`src/rtl/video_timing_detector.sv`:
```
// video_timing_detector
// Measures the raster of a pclk-synchronous sync/DE stream: horizontal total
// and active pixels, vertical total and active lines, and raises `locked`
// once LOCK_FRAMES consecutive frames measure identically.
// Optional feature macro: VTD_INTERLACE_EN (field-qualified frame boundaries
// and the `interlaced` flag). Without it `field` is ignored and every vsync
// rise closes a frame.
module video_timing_detector #(
    parameter int H_W         = 12,
    parameter int V_W         = 11,
    parameter int LOCK_FRAMES = 2
) (
    input  logic           pclk,
    input  logic           rst_n,
    input  logic           enable,
    input  logic           vsync,
    input  logic           hsync,
    input  logic           de,
    input  logic           field,
    output logic [H_W-1:0] h_total,
    output logic [H_W-1:0] h_active,
    output logic [V_W-1:0] v_total,
    output logic [V_W-1:0] v_active,
    output logic           interlaced,
    output logic           meas_valid,
    output logic           locked
);

    localparam logic [H_W-1:0] H_MAX  = {H_W{1'b1}};
    localparam logic [V_W-1:0] V_MAX  = {V_W{1'b1}};
    localparam logic [3:0]     LOCK_N = 4'(LOCK_FRAMES);

    // IDLE: waiting to discard the first (partial) frame
    // PRIMED: next boundary latches the first real measurement
    // RUN: boundaries latch and compare against the previous frame
    typedef enum logic [1:0] {
        ST_IDLE,
        ST_PRIMED,
        ST_RUN
    } state_t;

    // ------------------------------------------------------------------
    // Input pipeline: input reg (*_d), history reg (*_q), edge reg
    // ------------------------------------------------------------------
    logic vsync_d, hsync_d, de_d;
    logic vsync_q, hsync_q, de_q;
    logic vs_rise_q, hs_rise_q, de_fall_q, de_lvl_q;

    // Register inputs, then register the detected edges so that every
    // counter decision sees edges and levels from the same sample
    always_ff @(posedge pclk or negedge rst_n) begin
        if (!rst_n) begin
            vsync_d   <= 1'b0;
            hsync_d   <= 1'b0;
            de_d      <= 1'b0;
            vsync_q   <= 1'b0;
            hsync_q   <= 1'b0;
            de_q      <= 1'b0;
            vs_rise_q <= 1'b0;
            hs_rise_q <= 1'b0;
            de_fall_q <= 1'b0;
            de_lvl_q  <= 1'b0;
        end else begin
            vsync_d   <= vsync;
            hsync_d   <= hsync;
            de_d      <= de;
            vsync_q   <= vsync_d;
            hsync_q   <= hsync_d;
            de_q      <= de_d;
            vs_rise_q <= vsync_d & ~vsync_q;
            hs_rise_q <= hsync_d & ~hsync_q;
            de_fall_q <= de_q & ~de_d;
            de_lvl_q  <= de_d;
        end
    end

    // Frame boundary qualification
    logic frame_bnd;
`ifdef VTD_INTERLACE_EN
    logic field_d, field_lvl_q;
    logic f1_vs;

    // Field id follows the same two-stage path as the syncs
    always_ff @(posedge pclk or negedge rst_n) begin
        if (!rst_n) begin
            field_d     <= 1'b0;
            field_lvl_q <= 1'b0;
        end else begin
            field_d     <= field;
            field_lvl_q <= field_d;
        end
    end

    assign frame_bnd = vs_rise_q & ~field_lvl_q;
    assign f1_vs     = vs_rise_q &  field_lvl_q;
`else
    logic unused_field;
    assign unused_field = field;
    assign frame_bnd    = vs_rise_q;
`endif

    // ------------------------------------------------------------------
    // Counters
    // ------------------------------------------------------------------
    logic [H_W-1:0] h_cnt_q, h_cnt_d;
    logic [H_W-1:0] ha_cnt_q, ha_cnt_d;
    logic [H_W-1:0] line_ht_q, ht_line_d;
    logic [H_W-1:0] line_ha_q, ha_line_d;
    logic           line_has_de_q, line_has_de_d;
    logic [V_W-1:0] v_cnt_q, v_cnt_d, v_line_d;
    logic [V_W-1:0] va_cnt_q, va_cnt_d, va_line_d;

    // Next-state for the line/frame counters. The *_line_d values are the
    // measurements "as of this cycle", i.e. with a coincident hsync/de edge
    // already folded in, so a frame latch includes the line closing now.
    always_comb begin
        // pixel counter: saturating, reload to 1 at line start
        h_cnt_d   = (h_cnt_q == H_MAX) ? h_cnt_q : h_cnt_q + H_W'(1);
        ht_line_d = line_ht_q;
        if (hs_rise_q) begin
            ht_line_d = h_cnt_q;
            h_cnt_d   = H_W'(1);
        end

        // active pixel counter: capture on de fall before the line clear
        ha_cnt_d  = ha_cnt_q;
        if (de_lvl_q && ha_cnt_q != H_MAX)
            ha_cnt_d = ha_cnt_q + H_W'(1);
        ha_line_d = de_fall_q ? ha_cnt_q : line_ha_q;
        if (hs_rise_q)
            ha_cnt_d = de_lvl_q ? H_W'(1) : '0;

        // per-line activity flag, sampled then restarted at line start
        line_has_de_d = line_has_de_q | de_lvl_q;
        if (hs_rise_q)
            line_has_de_d = de_lvl_q;

        // line counters: hsync update first, frame reload afterwards
        v_line_d  = v_cnt_q;
        va_line_d = va_cnt_q;
        if (hs_rise_q && v_cnt_q != V_MAX)
            v_line_d = v_cnt_q + V_W'(1);
        if (hs_rise_q && line_has_de_q && va_cnt_q != V_MAX)
            va_line_d = va_cnt_q + V_W'(1);
        v_cnt_d  = frame_bnd ? '0 : v_line_d;
        va_cnt_d = frame_bnd ? '0 : va_line_d;
    end

    // Counter registers; disabling measurement restarts everything
    always_ff @(posedge pclk or negedge rst_n) begin
        if (!rst_n) begin
            h_cnt_q       <= '0;
            ha_cnt_q      <= '0;
            line_ht_q     <= '0;
            line_ha_q     <= '0;
            line_has_de_q <= 1'b0;
            v_cnt_q       <= '0;
            va_cnt_q      <= '0;
        end else if (!enable) begin
            h_cnt_q       <= '0;
            ha_cnt_q      <= '0;
            line_ht_q     <= '0;
            line_ha_q     <= '0;
            line_has_de_q <= 1'b0;
            v_cnt_q       <= '0;
            va_cnt_q      <= '0;
        end else begin
            h_cnt_q       <= h_cnt_d;
            ha_cnt_q      <= ha_cnt_d;
            line_ht_q     <= ht_line_d;
            line_ha_q     <= ha_line_d;
            line_has_de_q <= line_has_de_d;
            v_cnt_q       <= v_cnt_d;
            va_cnt_q      <= va_cnt_d;
        end
    end

    // ------------------------------------------------------------------
    // Measurement latch and lock tracking
    // ------------------------------------------------------------------
    state_t         state_q;
    logic [3:0]     match_cnt_q, match_d;
    logic           locked_q, meas_valid_q;
    logic [H_W-1:0] h_total_q, h_active_q;
    logic [V_W-1:0] v_total_q, v_active_q;
    logic           meas_same;
    logic           h_timeout;

    assign meas_same = ({ht_line_d, ha_line_d, v_line_d, va_line_d} ==
                        {h_total_q, h_active_q, v_total_q, v_active_q});
    // h_cnt about to reach all-ones: hsync has gone missing
    assign h_timeout = (h_cnt_d == H_MAX);

    // Consecutive-match count for the frame being latched
    always_comb begin
        match_d = '0;
        if (state_q == ST_RUN && meas_same)
            match_d = (match_cnt_q >= LOCK_N) ? LOCK_N : match_cnt_q + 4'd1;
    end

    // Frame FSM: discard first frame, latch later ones, track lock
    always_ff @(posedge pclk or negedge rst_n) begin
        if (!rst_n) begin
            state_q      <= ST_IDLE;
            match_cnt_q  <= '0;
            locked_q     <= 1'b0;
            meas_valid_q <= 1'b0;
            h_total_q    <= '0;
            h_active_q   <= '0;
            v_total_q    <= '0;
            v_active_q   <= '0;
        end else if (!enable) begin
            state_q      <= ST_IDLE;
            match_cnt_q  <= '0;
            locked_q     <= 1'b0;
            meas_valid_q <= 1'b0;
        end else begin
            meas_valid_q <= 1'b0;
            if (frame_bnd) begin
                case (state_q)
                    ST_IDLE: state_q <= ST_PRIMED;
                    default: begin
                        state_q      <= ST_RUN;
                        meas_valid_q <= 1'b1;
                        h_total_q    <= ht_line_d;
                        h_active_q   <= ha_line_d;
                        v_total_q    <= v_line_d;
                        v_active_q   <= va_line_d;
                        match_cnt_q  <= match_d;
                        locked_q     <= (match_d == LOCK_N);
                    end
                endcase
            end
            if (h_timeout) begin
                match_cnt_q <= '0;
                locked_q    <= 1'b0;
            end
        end
    end

`ifdef VTD_INTERLACE_EN
    logic seen_f1_q, interlaced_q;

    // Remember any second-field vsync in the frame; publish it at the latch
    always_ff @(posedge pclk or negedge rst_n) begin
        if (!rst_n) begin
            seen_f1_q    <= 1'b0;
            interlaced_q <= 1'b0;
        end else if (!enable) begin
            seen_f1_q <= 1'b0;
        end else if (frame_bnd) begin
            if (state_q != ST_IDLE)
                interlaced_q <= seen_f1_q;
            seen_f1_q <= 1'b0;
        end else if (f1_vs) begin
            seen_f1_q <= 1'b1;
        end
    end

    assign interlaced = interlaced_q;
`else
    assign interlaced = 1'b0;
`endif

    assign h_total    = h_total_q;
    assign h_active   = h_active_q;
    assign v_total    = v_total_q;
    assign v_active   = v_active_q;
    assign meas_valid = meas_valid_q;
    assign locked     = locked_q;

endmodule

```
`config.mk`:
```
export PLATFORM = sky130hd
export DESIGN_NAME = video_timing_detector
export DESIGN_NICKNAME = d
export VERILOG_FILES = /design/src/rtl/video_timing_detector.sv
export SDC_FILE = /design/constraint.sdc
export NUM_CORES = 1
export LEC_CHECK = 0
export CAP_MARGIN = 20
export CORE_UTILIZATION = 58
export DETAILED_ROUTE_END_ITERATION = 6
export GPL_TIMING_DRIVEN = 0
export PLACE_DENSITY_LB_ADDON = 0.2
export SETUP_SLACK_MARGIN = 0.02
export SLEW_MARGIN = 10
export SYNTH_ARGS = -nofsm -noshare
export SYNTH_HDL_FRONTEND = slang
export SYNTH_SLANG_ARGS = --single-unit
```
`constraint.sdc`:
```
create_clock -name pclk -period 3.1 [get_ports pclk]
set_input_delay 0.775 -clock pclk [delete_from_list [all_inputs] [get_ports pclk]]
set_output_delay 0.775 -clock pclk [all_outputs]
set_load 0.05 [all_outputs]
```
==> results.tsv <==
metric	value	unit
status	finished, final reports clean	
diodes	0	
synth_async_sr_flop_share	1.00	
fmax	345	MHz
clock_latency	0.43	ns
instances_no_fill	939	
dp_cells	906	
cp_data_required_time	3.45	ns
synth_area	6870	sq um
finish.utilization	0.719	
cts_tree	done	
endpoint_kind	flop	
fill_cells	853	
arrival	3.24	ns
hold_path.class	in2async	
vias	5630	
die_h	111	microns
start_kind	flop	
rsz0062_at_grt	no	
overflow	0	
finalClockSkew	0.00787	ns
relSlewSlack	0.542	
setup_slack	0.205	ns
cts_root_buf	clkbuf_16	
cts.htree.levels	4	
grt_max_degree	80	
syn_avg_cell_area	9.70	sq um
grt_usage	0.305	
netlist_instances	709	
p_total	0.00432	W
yosys_warnings	0	
p_leak	3.50	nW
synth_cell_types	67	
drc	0	
dp_hpwl	12.2	mm
finalHoldViolations	0	
core-area	11500	sq um
setup_viol	0	
finalMaxSlewViolations	0	
gp_congestion	0.887	
seqCellArea	3350	sq um
die_area	12300	sq um
grt_pass1_vias	5602	
numCtsBuffers	17	
peakVddDrop	562	uV
drive_above_1_share	0.0829	
ys_seq_area_frac	0.488	
totalWireLength	17.4	mm
grt_antenna_before_repair	0	
wl_per_cell	18.6	microns
ys_seq_elements	134	
cts_sinks	134	
die_x	111	microns
clk_pin_slew	0.06	ns
syn_nets	722	
rows	39	
clockBufferDepth	2	
synth_ff_type	dfrtp_1	
cts_setup_buffers	0	
finalCritPeriodShare	0.934	
multiInputGateArea	3280	sq um
fin_crit	2.90	ns
powerDensity	524	nW/um^2
area_delta_synth_final	19.9	%
path_class	reg2reg	
synth-edff-count	0	
firstDrtPassIters	5	
drtIter0Drc	431	
critPathMaxFanout	8	
num_io_pins	56	
routed_via_density	6.00	
worstMarginPinSlew	0.682	ns
dp_slack	0.176	ns
antenna_left	0	
max-cap-violations	0	
grt_pass1_wl	29.0	mm
final_nets	796	
initial_core_util	0.599	
io_buffers	53	
holdWs	0.302	ns
[synth_stat cells, types with 2 or more instances]
library cell	n	area, sq um
a211o_1	2	17.5
a21oi_1	19	95.1
a311oi_1	3	26.3
a31oi_1	9	56.3
a32oi_1	2	17.5
and2_1	8	50.1
and3_1	7	43.8
and4_1	7	61.3
and4b_1	2	20.0
buf_1	4	15.0
buf_2	11	55.1
buf_4	3	22.5
clkbuf_1	20	75.1
dfrtp_1	134	3350
ha_1	6	75.1
inv_1	18	67.6
mux2i_1	40	400
nand2_1	85	319
nand3_1	18	90.1
nand4_1	20	125
nor2_1	84	315
nor2b_1	8	50.1
nor3_1	7	35.0
nor3b_1	3	22.5
nor4_1	9	56.3
nor4b_1	2	17.5
nor4b_2	2	30.0
o2111ai_1	3	26.3
o211ai_1	5	37.5
o21a_1	2	15.0
o21ai_0	62	310
o21ai_1	5	25.0
o22ai_1	2	12.5
or2_2	2	12.5
or3_1	6	37.5
or4_1	2	15.0
xnor2_1	40	350
xor2_1	18	158
[layout by cell type, fill, tap and decap left out, types with 5 or more instances in the layout]
master | synthesis | layout
xor2_1 | 18 | 18
buf_2 | 11 | 11
and2_1 | 8 | 8
o21ai_1 | 5 | 5
or3_1 | 6 | 6
ha_1 | 6 | 6
a31oi_1 | 9 | 9
clkbuf_16 | 0 | 17
nand3_1 | 18 | 18
nor3_1 | 7 | 7
clkdlybuf4s50_1 | 0 | 52
and3_1 | 7 | 7
a21oi_1 | 19 | 19
nor4_1 | 9 | 9
nor2b_1 | 8 | 8
dfrtp_1 | 134 | 134
and4_1 | 7 | 7
mux2i_1 | 40 | 40
nand4_1 | 20 | 20
nand2_1 | 85 | 85
nor2_1 | 84 | 84
xnor2_1 | 40 | 40
o21ai_0 | 62 | 62
clkbuf_1 | 20 | 20
inv_1 | 18 | 18
o211ai_1 | 5 | 5
[final timing paths]
| check | start | to | slack, ns | depth (start not counted) |
|---|---|---|---|---|
| min in group pclk | hsync_d$_DFF_PN0_ | hsync_q$_DFF_PN0_ | 0.37 | 0 |
| hold / removal | rst_n | v_active[7]$_DFFE_PN0P_ | 0.30 | 1 |
| hold reg to reg | hsync_d$_DFF_PN0_ | hsync_q$_DFF_PN0_ | 0.37 | 0 |
| setup / recovery | va_cnt_q[1]$_DFF_PN0_ | match_cnt_q[1]$_DFFE_PN0P_ | 0.20 | 8 |
| setup reg to reg | va_cnt_q[1]$_DFF_PN0_ | match_cnt_q[1]$_DFFE_PN0P_ | 0.20 | 8 |
| max in group asynchronous | rst_n | hs_rise_q$_DFF_PN0_ | 2.05 | 2 |
[routing by layer]
metal  GRT usage  vias up  wire length (microns)
li1            -     2627                      -
met3      0.0689       29                   1060
met4       0.127        0                    403
met2       0.467      203                   8090
met1       0.423     2771                   7880
met5           0        -                      0
[layout make-up]
cell class / count / area share
Clock buffer: 19 / 0.0549
Inverter: 18 / 0.00820
Buffer: 39 / 0.0212
Multi-Input combinational cell: 518 / 0.398
Clock inverter: 13 / 0.0208
Tap cell: 143 / 0.0217
Sequential cell: 134 / 0.407
Timing Repair Buffer: 55 / 0.0684
[metrics by stage]
step | cell area, sq um | setup TNS, ns
5_1_grt | 8240 | 0
3_3_place_gp | 7580 | -508.20
2_1_floorplan | 6870 | 0
6_report | 8240 | 0
4_1_cts | 8240 | 0
3_5_place_dp | 7610 | 0
[timing repair]
item | in CTS | in global routing
gates resized for setup | 0 | 1
setup endpoints to repair | 0 | 4
hold buffers | 0 | 0
[cell families (layout without fill, tap and decap cells)]
family / Yosys count / count (layout) / share of synthesized area
and+or+nand+nor: 282 / 282 / 0.205
DFF: 134 / 134 / 0.488
AOI/OAI and AO/OA: 128 / 128 / 0.120
xor gates and xnor gates: 60 / 60 / 0.0806
buffers and inverters: 57 / 144 / 0.0349
muxes: 41 / 41 / 0.0599
adders and majority gates: 6 / 6 / 0.0109
other: 1 / 1 / 0.000546
[worst max-delay path, cell delays in order (launching register included)]
cell and delay (ns):
dfrtp_1 0.43, ha_1 0.27, nand4_1 0.34, a311oi_1 0.44, or2_2 0.20, o22ai_1 0.14, nor4_2 0.65, nand4_1 0.18
o21ai_1 0.16
[power by group]
| group | switching [W] | internal [W] | leakage [nW] |
|---|---|---|---|
| clock | 0.000790 | 0.00132 | 0.301 |
| sequential | 0.0000433 | 0.00179 | 1.84 |
| combinational | 0.000258 | 0.000124 | 1.36 |
[registers in the layout, summed over array words and instances (netlist names), 2 cells and up]
name         cells
h_active        12
va_cnt_q        11
v_cnt_q         11
h_total         12
line_ha_q       12
ha_cnt_q        12
match_cnt_q      4
line_ht_q       12
state_q          2
h_cnt_q         12
v_active        11
v_total         11
(Power assumes the default switching activity.)
